--- src/rtl/bp_cfg_ctrl.sv ---
// bp_cfg_ctrl: per-core boot configuration block. A register-mapped command
// port drives freeze, config index, boot PC and cache modes. A small
// sequencer releases unfrozen cores one at a time, lowest index first.
module bp_cfg_ctrl #(
  parameter int          num_core_p    = 4,
  parameter int          num_cfgs_p    = 9,
  parameter int          default_cfg_p = 2,
  parameter int          vaddr_width_p = 39,
  parameter logic [63:0] boot_pc_p     = 64'h0000_0000_0008_0000,
  parameter int          stagger_p     = 4
) (
  input  logic                     clk_i,
  input  logic                     reset_i,
  input  logic                     cmd_v_i,
  output logic                     cmd_ready_o,
  input  logic                     cmd_w_i,
  input  logic [7:0]               cmd_addr_i,
  input  logic [63:0]              cmd_data_i,
  output logic                     resp_v_o,
  input  logic                     resp_yumi_i,
  output logic [63:0]              resp_data_o,
  output logic                     resp_err_o,
  output logic [num_core_p-1:0]    freeze_o,
  output logic [6:0]               cfg_id_o,
  output logic [vaddr_width_p-1:0] npc_o,
  output logic [1:0]               icache_mode_o,
  output logic [1:0]               dcache_mode_o
);

  localparam logic [0:0] seq_idle_c = 1'b0;
  localparam logic [0:0] seq_wait_c = 1'b1;

  localparam logic [7:0] addr_freeze_c = 8'h00;
  localparam logic [7:0] addr_cfg_c    = 8'h08;
  localparam logic [7:0] addr_npc_c    = 8'h10;
  localparam logic [7:0] addr_icache_c = 8'h18;
  localparam logic [7:0] addr_dcache_c = 8'h20;
  localparam logic [7:0] addr_status_c = 8'h28;

  localparam logic [7:0]               num_cfgs_c    = 8'(num_cfgs_p);
  localparam logic [6:0]               default_cfg_c = 7'(default_cfg_p);
  localparam logic [7:0]               stagger_m1_c  = 8'(stagger_p - 1);
  localparam logic [vaddr_width_p-1:0] boot_pc_c     = vaddr_width_p'(boot_pc_p);

  logic [num_core_p-1:0]    freeze_q, freeze_d;
  logic [num_core_p-1:0]    release_q, release_d;
  logic [6:0]               cfg_id_q, cfg_id_d;
  logic [vaddr_width_p-1:0] npc_q, npc_d;
  logic [1:0]               icache_mode_q, icache_mode_d;
  logic [1:0]               dcache_mode_q, dcache_mode_d;
  logic [0:0]               seq_state_q, seq_state_d;
  logic [7:0]               cnt_q, cnt_d;
  logic                     resp_v_q, resp_v_d;
  logic                     resp_err_q, resp_err_d;
  logic [63:0]              resp_data_q, resp_data_d;

  logic                  accept_s;
  logic [num_core_p-1:0] elig_s;
  logic                  any_elig_s;
  logic [num_core_p-1:0] pick_s;
  logic                  pick_found_s;
  logic [num_core_p-1:0] seq_release_s;
  logic                  all_frozen_s;
  logic                  cfg_ok_s;
  logic                  unused_s;

  // A core stays frozen until it is both unfrozen by software and released.
  assign freeze_o      = freeze_q | ~release_q;
  assign cfg_id_o      = cfg_id_q;
  assign npc_o         = npc_q;
  assign icache_mode_o = icache_mode_q;
  assign dcache_mode_o = dcache_mode_q;
  assign resp_v_o      = resp_v_q;
  assign resp_err_o    = resp_err_q;
  assign resp_data_o   = resp_data_q;

  // Single-entry response buffer: ready depends only on the buffer state.
  assign cmd_ready_o = ~resp_v_q;
  assign accept_s    = cmd_v_i & ~resp_v_q;

  assign elig_s       = ~freeze_q & ~release_q;
  assign any_elig_s   = |elig_s;
  assign all_frozen_s = &freeze_o;
  // Config writes need a legal nonzero index and every core held frozen.
  assign cfg_ok_s     = (cmd_data_i[6:0] != 7'd0) &&
                        ({1'b0, cmd_data_i[6:0]} < num_cfgs_c) && all_frozen_s;
  // Write data above each field width is intentionally dropped.
  assign unused_s     = ^cmd_data_i;

  // Pick the lowest-index core waiting for release.
  always_comb begin
    pick_s       = '0;
    pick_found_s = 1'b0;
    for (int i = 0; i < num_core_p; i++) begin
      if (elig_s[i] && !pick_found_s) begin
        pick_s[i]    = 1'b1;
        pick_found_s = 1'b1;
      end else begin
        pick_found_s = pick_found_s;
      end
    end
  end

  // Release sequencer: wait stagger_p cycles, then release one eligible core.
  always_comb begin
    seq_state_d   = seq_state_q;
    cnt_d         = cnt_q;
    seq_release_s = '0;
    case (seq_state_q)
      seq_idle_c: begin
        if (any_elig_s) begin
          seq_state_d = seq_wait_c;
          cnt_d       = stagger_m1_c;
        end else begin
          seq_state_d = seq_idle_c;
        end
      end
      seq_wait_c: begin
        if (!any_elig_s) begin
          seq_state_d = seq_idle_c;
        end else if (cnt_q == 8'd0) begin
          seq_release_s = pick_s;
          seq_state_d   = seq_idle_c;
        end else begin
          cnt_d = cnt_q - 8'd1;
        end
      end
      default: begin
        seq_state_d = seq_idle_c;
        cnt_d       = 8'd0;
      end
    endcase
  end

  // Command decode, register updates and response buffer next state.
  always_comb begin
    freeze_d      = freeze_q;
    release_d     = release_q | seq_release_s;
    cfg_id_d      = cfg_id_q;
    npc_d         = npc_q;
    icache_mode_d = icache_mode_q;
    dcache_mode_d = dcache_mode_q;
    resp_v_d      = resp_v_q;
    resp_err_d    = resp_err_q;
    resp_data_d   = resp_data_q;
    if (accept_s) begin
      resp_v_d    = 1'b1;
      resp_err_d  = 1'b0;
      resp_data_d = 64'd0;
      if (cmd_addr_i[2:0] != 3'b000) begin
        resp_err_d = 1'b1;
      end else begin
        case (cmd_addr_i)
          addr_freeze_c: begin
            if (cmd_w_i) begin
              freeze_d  = cmd_data_i[num_core_p-1:0];
              // Refreezing a core revokes its release in the same update.
              release_d = release_d & ~cmd_data_i[num_core_p-1:0];
            end else begin
              resp_data_d[num_core_p-1:0] = freeze_q;
            end
          end
          addr_cfg_c: begin
            if (cmd_w_i) begin
              if (cfg_ok_s) begin
                cfg_id_d = cmd_data_i[6:0];
              end else begin
                resp_err_d = 1'b1;
              end
            end else begin
              resp_data_d[6:0] = cfg_id_q;
            end
          end
          addr_npc_c: begin
            if (cmd_w_i) begin
              if (all_frozen_s) begin
                npc_d = cmd_data_i[vaddr_width_p-1:0];
              end else begin
                resp_err_d = 1'b1;
              end
            end else begin
              resp_data_d[vaddr_width_p-1:0] = npc_q;
            end
          end
          addr_icache_c: begin
            if (cmd_w_i) begin
              icache_mode_d = cmd_data_i[1:0];
            end else begin
              resp_data_d[1:0] = icache_mode_q;
            end
          end
          addr_dcache_c: begin
            if (cmd_w_i) begin
              dcache_mode_d = cmd_data_i[1:0];
            end else begin
              resp_data_d[1:0] = dcache_mode_q;
            end
          end
          addr_status_c: begin
            if (cmd_w_i) begin
              resp_err_d = 1'b1;
            end else begin
              resp_data_d[num_core_p-1:0] = release_q;
              resp_data_d[32]             = (seq_state_q == seq_wait_c);
            end
          end
          default: begin
            resp_err_d = 1'b1;
          end
        endcase
      end
    end else if (resp_yumi_i) begin
      resp_v_d = 1'b0;
    end else begin
      resp_v_d = resp_v_q;
    end
  end

  // State registers with synchronous reset.
  always_ff @(posedge clk_i) begin
    if (reset_i) begin
      freeze_q      <= '1;
      release_q     <= '0;
      cfg_id_q      <= default_cfg_c;
      npc_q         <= boot_pc_c;
      icache_mode_q <= 2'd0;
      dcache_mode_q <= 2'd0;
      seq_state_q   <= seq_idle_c;
      cnt_q         <= 8'd0;
      resp_v_q      <= 1'b0;
      resp_err_q    <= 1'b0;
      resp_data_q   <= 64'd0;
    end else begin
      freeze_q      <= freeze_d;
      release_q     <= release_d;
      cfg_id_q      <= cfg_id_d;
      npc_q         <= npc_d;
      icache_mode_q <= icache_mode_d;
      dcache_mode_q <= dcache_mode_d;
      seq_state_q   <= seq_state_d;
      cnt_q         <= cnt_d;
      resp_v_q      <= resp_v_d;
      resp_err_q    <= resp_err_d;
      resp_data_q   <= resp_data_d;
    end
  end

endmodule

--- config.mk ---
export PLATFORM = sky130hd
export DESIGN_NAME = bp_cfg_ctrl
export DESIGN_NICKNAME = d
export VERILOG_FILES = /design/src/rtl/bp_cfg_ctrl.sv
export SDC_FILE = /design/constraint.sdc
export NUM_CORES = 1
export LEC_CHECK = 0
export ABC_AREA = 1
export BUFFER_PORTS_ARGS = -buffer_cell sky130_fd_sc_hd__buf_4
export CAP_MARGIN = 40
export CORE_MARGIN = 5
export CORE_UTILIZATION = 40
export CTS_CLUSTER_DIAMETER = 150
export DETAILED_ROUTE_END_ITERATION = 10
export PLACE_DENSITY = 0.68
export SLEW_MARGIN = 20
export SYNTH_ARGS = -nofsm -noshare
export SYNTH_HDL_FRONTEND = slang
export SYNTH_SLANG_ARGS = --single-unit
--- constraint.sdc ---
create_clock -name clk_i -period 1.8 [get_ports clk_i]
set_input_delay 0.36 -clock clk_i [delete_from_list [all_inputs] [get_ports clk_i]]
set_output_delay 0.36 -clock clk_i [all_outputs]
set_load 0.05 [all_outputs]
# Word-level counts from Yosys, hierarchy flattened
# Index checks and enable logic that the tools add are counted.
# W data, S select, Z words.
# totals
register_bits	108
input_bits	77
output_inout_bits	121
word_cells	98
# op_classes
add_sub_neg	1
n_lt_le_gt_ge	1
eq_ne	8
n_mux	44
bitwise_logic	11
reduce_logical	22
# op_table
op	count
$mux W39	2
$mux W4	9
$mux W25	1
$mux W8	3
$mux W1	18
$eq A8 B5 Y1 const B	2
$eq A8 B6 Y1 const B	2
$logic_not A8 Y1	2
$pmux W8 S2	1
$reduce_and A4 Y1	4
$not A4 Y4	3
$pmux W2 S6	1
$and A4 B4 Y4	2
$eq A8 B4 Y1 const B	1
$or A4 B4 Y4	2
$pmux W2 S4	1
$reduce_and A8 Y1	1
$sub A8 B1 Y8 const B	1
$lt A7 B4 Y1 const B	1
$mux W7	1
$reduce_bool A7 Y1	1
$mux W6	1
$pmux W3 S2	1
$logic_and A1 B1 Y1	5
other kinds (14)	21

# Longest topological paths before layout
# depth
word_depth	21
mapped_depth	10

# Worst setup path before layout
# OpenSTA, ideal clock, no wires.
# synth_path
path_type	register to register
start	register resp_v_q (netlist: resp_v_o)
end	register npc_q[23] (netlist: npc_o[23])
setup_time_ns	0.116
t_arrival_ns	1.909
required_time_ns	1.684
slack_ns	-0.225
stages_incl_launch_ff	10
n_path_buf	1
synth_period_minus_slack_ns	2.025
path_cell_list	dfxtp_1 inv_1 nand2_2 nor3_2 nand2_2 nor2_8 inv_4 buf_6 nor2_1 nor2_1
# synth_via
elab_chain_cells	3
# synth_rtl
item	line_no	rtl
start, declared	53	logic resp_v_q, resp_v_d;
start signal, assigned	242	resp_v_q <= resp_v_d;
$not A1 Y1	-	
net cmd_ready_o	15	output logic cmd_ready_o,
$and A1 B1 Y1	79	assign accept_s = cmd_v_i & ~resp_v_q;
$reduce_and A8 Y1 (no source line)	-	
end signal, assigned	225	npc_q <= boot_pc_c;
end signal, assigned	237	npc_q <= npc_d;
end, declared	48	logic [vaddr_width_p-1:0] npc_q, npc_d;
# The timed path passes the listed nets, and every way through them passes these cells.
# A chain may end at the register's enable or synchronous reset.

# Worst setup path after layout
# layout_path
start	register freeze_q[2]
end	register npc_q[34] (netlist: npc_o[34])
# layout_via
elab_chain_cells	2
# layout_rtl
item	line_no	rtl
start, declared	45	logic [num_core_p-1:0] freeze_q, freeze_d;
start signal, assigned	234	freeze_q <= freeze_d;
$or A4 B4 Y4	68	assign freeze_o = freeze_q | ~release_q;
$reduce_and A8 Y1 (no source line)	-	
# Every way passes these cells.

==> results.txt <==
- Outcome: finished clean
- Clock skew on the completed layout was measured at 0.00715 ns.
* Startpoint types: flop
- A synthesized cell averages 7.27 um^2.
* Number of hold-slack violations in the final timing report: 0
* Required time at the endpoint of the critical path: 2.03 ns
- Final hold analysis gives a worst-case slack of 0.237 ns.
* Commonest cells after routing, fill and taps aside: 172 x buf_4, 125 x nand2_1, 112 x nor2_1
- Path class of the lowest-slack min-delay path: primary input to flop
- The analysis attributes to cell leakage a power of 3.03 nW.
* Seq/Total Area, Yosys: 0.445
* Share of power burned in combinational logic: 0.088
* Largest stage delay on the critical path: 0.39 ns
- STA puts the critical path data arrival time at 1.92 ns.
* Skew-Pair Late Insertion Delay: 0.34 ns
- Counting every sink on the clock net gives 108.
- In this run, post-CTS hold repair placed 0 buffers.
* Average wire per standard cell: 14.4 um
- Multi-input logic area: 2220 um^2
- The number of antenna violations at the first check in global routing was 0.
- Cell repeated most along the worst path: nor2_1
* Final number of setup-violating endpoints: 0
- The layout has 1165 filler cells.
* Post-Syn Instances: 669
* RSZ-0062 raised after global routing: false
* Most common cell after layout, fill and taps aside: buf_4
- STA classifies the critical path endpoint as a flop.
- Critical path class: flop to flop
- Total wirelength of the detailed-routed design: 14000 um
* FF-to-FF setup slack: 0.10 ns
* DIE AREA: 14500 um^2
- Of the cells placed in the final design, the portion with a size suffix greater than 1 is 0.264.
* Switching part of the total power: 0.236
- Min Clock Period, post-route: 1.70 ns
- The Yosys step of the flow raised 0 warnings.
- In the post-route analysis, the smallest setup slack over all paths is 0.100 ns.
- The synthesized netlist contains 34 unique library cells.
* Share of the synthesized area in the top cell type: 0.445
* First-iteration detailed-routing DRC count: 224
* Final RePlAce weighted congestion: 0.915
- Dividing the final minimum period by the clock period gives 0.944.
* Area growth, synth to finish: 32.1%
* Routed via count divided by cell count: 4.92
- Net switching component of the power: 0.00118 W
* Depth of the worst register-to-register path: 9
- The first global-routing pass estimated 22300 um of wire.
- Number of buffers created by CTS: 9
- Once detail routing completed, the nets flagged for antenna violations numbered 0.
- Buffers placed on the I/O ports in this run total 147.
- Sorting the synthesized cells by area gives the leading types as dfxtp_1 44%, nand2_1 9.7%, nor2_1 8.6%, a21oi_1 6.0%, o21ai_0 5.1%.
- Maximum number of pins on one net before global-route repair: 39
- dfxtp_1 takes more of the synthesized area than any other cell.
* Total congestion overflow after global routing: 0
* Global-route total usage across every layer: 0.189
- Traced cell by cell, the critical path runs through inv_1 > nand2_1 > nand2_1 > nor2_1 > nand2_2 > nor2_8 > inv_4 > nor2_1 > nor2_1.
* Net count of the finished layout: 896
- IR Drop Worst-Case VDD: 0.507 mV
- Power share of the clock group: 0.432
- For this run, the top clock speed supported by timing is 588 MHz.
- TritonCTS built the clock tree.
* I/O pins: 198
- From bottom edge to top edge, the die measures 120 um.
- Total of max-cap violations: 0
- Area of the placeable core: 12000 um^2
- Root buf cell: clkbuf_16
* Standard cell with the maximum stage delay on the critical path: dfxtp_1
- Clock Tree Buf Depth: 2
- Number of remaining DRC errors: 0
* Deepest level of the CTS H-tree: 3
- After synthesis the cells add up to 4860 um^2.
* Area occupied by registers: 2160 um^2
- Of the total power, registers draw 0.480.
- Biggest fanout along the worst timing path: 35
- Pwr per Cell Area: 778 nW/um^2
* Site row count: 40
* Count of pins over their slew limit: 0
* Total number of vias: 4763
- Cell internal power was estimated by the tool at 0.00382 W.
- Count of cells along the worst hold path: 3
- For this configuration, the core starts out at a cell density of 0.406.
- Detailed Place HPWL: 10700 um
- DR pass1 iterations: 5
- The via count of the first global-routing pass came to 4659.
- The number of antenna diodes in the final layout is 0.
- Timing analysis after detailed placement gives a worst setup slack of -0.0927 ns.
- Clock-pin slew was measured on the worst setup and hold paths at 0.07 ns.
- Chip width: 120 um
- The synthesized design contains 108 register bits.
path summary, 6_finish.rpt:
| check | start | end |
|---|---|---|
| setup / recovery | freeze_q[2] | npc_o[34] |
| hold reg to reg | resp_data_o[32] | resp_data_o[32] |
| setup reg to reg | freeze_q[2] | npc_o[34] |
| hold / removal | cmd_data_i[17] | npc_o[17] |
Yosys cell counts:
cell type / n
o21ai_1: 5
nor2_1: 112
clkbuf_1: 15
nor2_2: 11
inv_2: 1
ha_1: 2
conb_1: 1
o211ai_1: 1
dfxtp_1: 108
nor2_4: 2
xnor2_1: 1
nand2_1: 126
nor3_1: 6
nor3_2: 2
inv_4: 1
nor2_8: 1
buf_1: 6
nand3_1: 21
o22ai_1: 1
o21bai_1: 4
a31oi_1: 1
o21ai_0: 50
buf_4: 26
nand4_1: 33
buf_6: 7
buf_2: 7
nand2_2: 3
nand3_2: 2
nand3b_1: 4
nor4_1: 1
o21a_1: 1
xor2_1: 3
inv_1: 46
a21oi_1: 58
sequential cells by signal (all words and copies together), names as in the netlist:
signal and flops:
cnt_q 8, seq_state_q 1, resp_v_o 1, resp_err_o 1, release_q 4, dcache_mode_o 2
icache_mode_o 2, resp_data_o 39, freeze_q 4, cfg_id_o 7, npc_o 39
logic make-up after synthesis:
family	synth area share
other	0.000771
and+or+nand+nor	0.297
DFF	0.445
xor gates and xnor gates	0.00721
AOI/OAI and AO/OA	0.128
adders and majority gates	0.00515
buffers and inverters	0.117
worst max-delay path: cells and delay by family (launching register included):
family,cells,cell delay (ns)
AND/OR/NAND/NOR,7,0.92
flip-flops,1,0.39
buffers and inverters,2,0.25
per-layer routing:
metal / part of all wire / global-route usage / up-vias
li1: - / - / 2417
met1: 0.42 / 0.234 / 2161
met2: 0.48 / 0.317 / 167
met3: 0.085 / 0.0510 / 18
met4: 0.016 / 0.0652 / 0
met5: 0 / 0 / -
power by group through the flow:
| stage | sequential (W) | clock (W) | combinational, W |
|---|---|---|---|
| 2_1_floorplan | 0.00247 | 0 | 0.000296 |
| 3_3_place_gp | 0.00245 | 0 | 0.000431 |
| 3_5_place_dp | 0.00245 | 0 | 0.000436 |
| 4_1_cts | 0.00240 | 0.00221 | 0.000437 |
| 5_1_grt | 0.00240 | 0.00231 | 0.000472 |
| 6_report | 0.00240 | 0.00216 | 0.000439 |
cell type report:
class,instances,area share
clock buffer,11,0.0393
multi-input combinational,476,0.346
timing repair buffer,174,0.207
sequential,108,0.337
clock inverter,5,0.0127
tap,147,0.0286
inverter,48,0.0296
repair_timing:
action	in CTS	in global routing
buffers inserted	0	0
gates resized for setup	0	2
setup endpoints to repair	0	7
per-stage QoR:
step                      instance area [um^2]  TNS (ns)  power (W)  std cells  utilization
after CTS                                 6420         0    0.00504        969        0.537
after global routing                      6420         0    0.00518        969        0.537
after floorplan                           4960         0    0.00277        693            -
after global placement                    6080    -0.136    0.00289        953        0.509
after detailed placement                  6080     -1.25    0.00289        953        0.509
final                                     6420         0    0.00500        969        0.537
No activity file was read; power rests on OpenSTA's default activity.
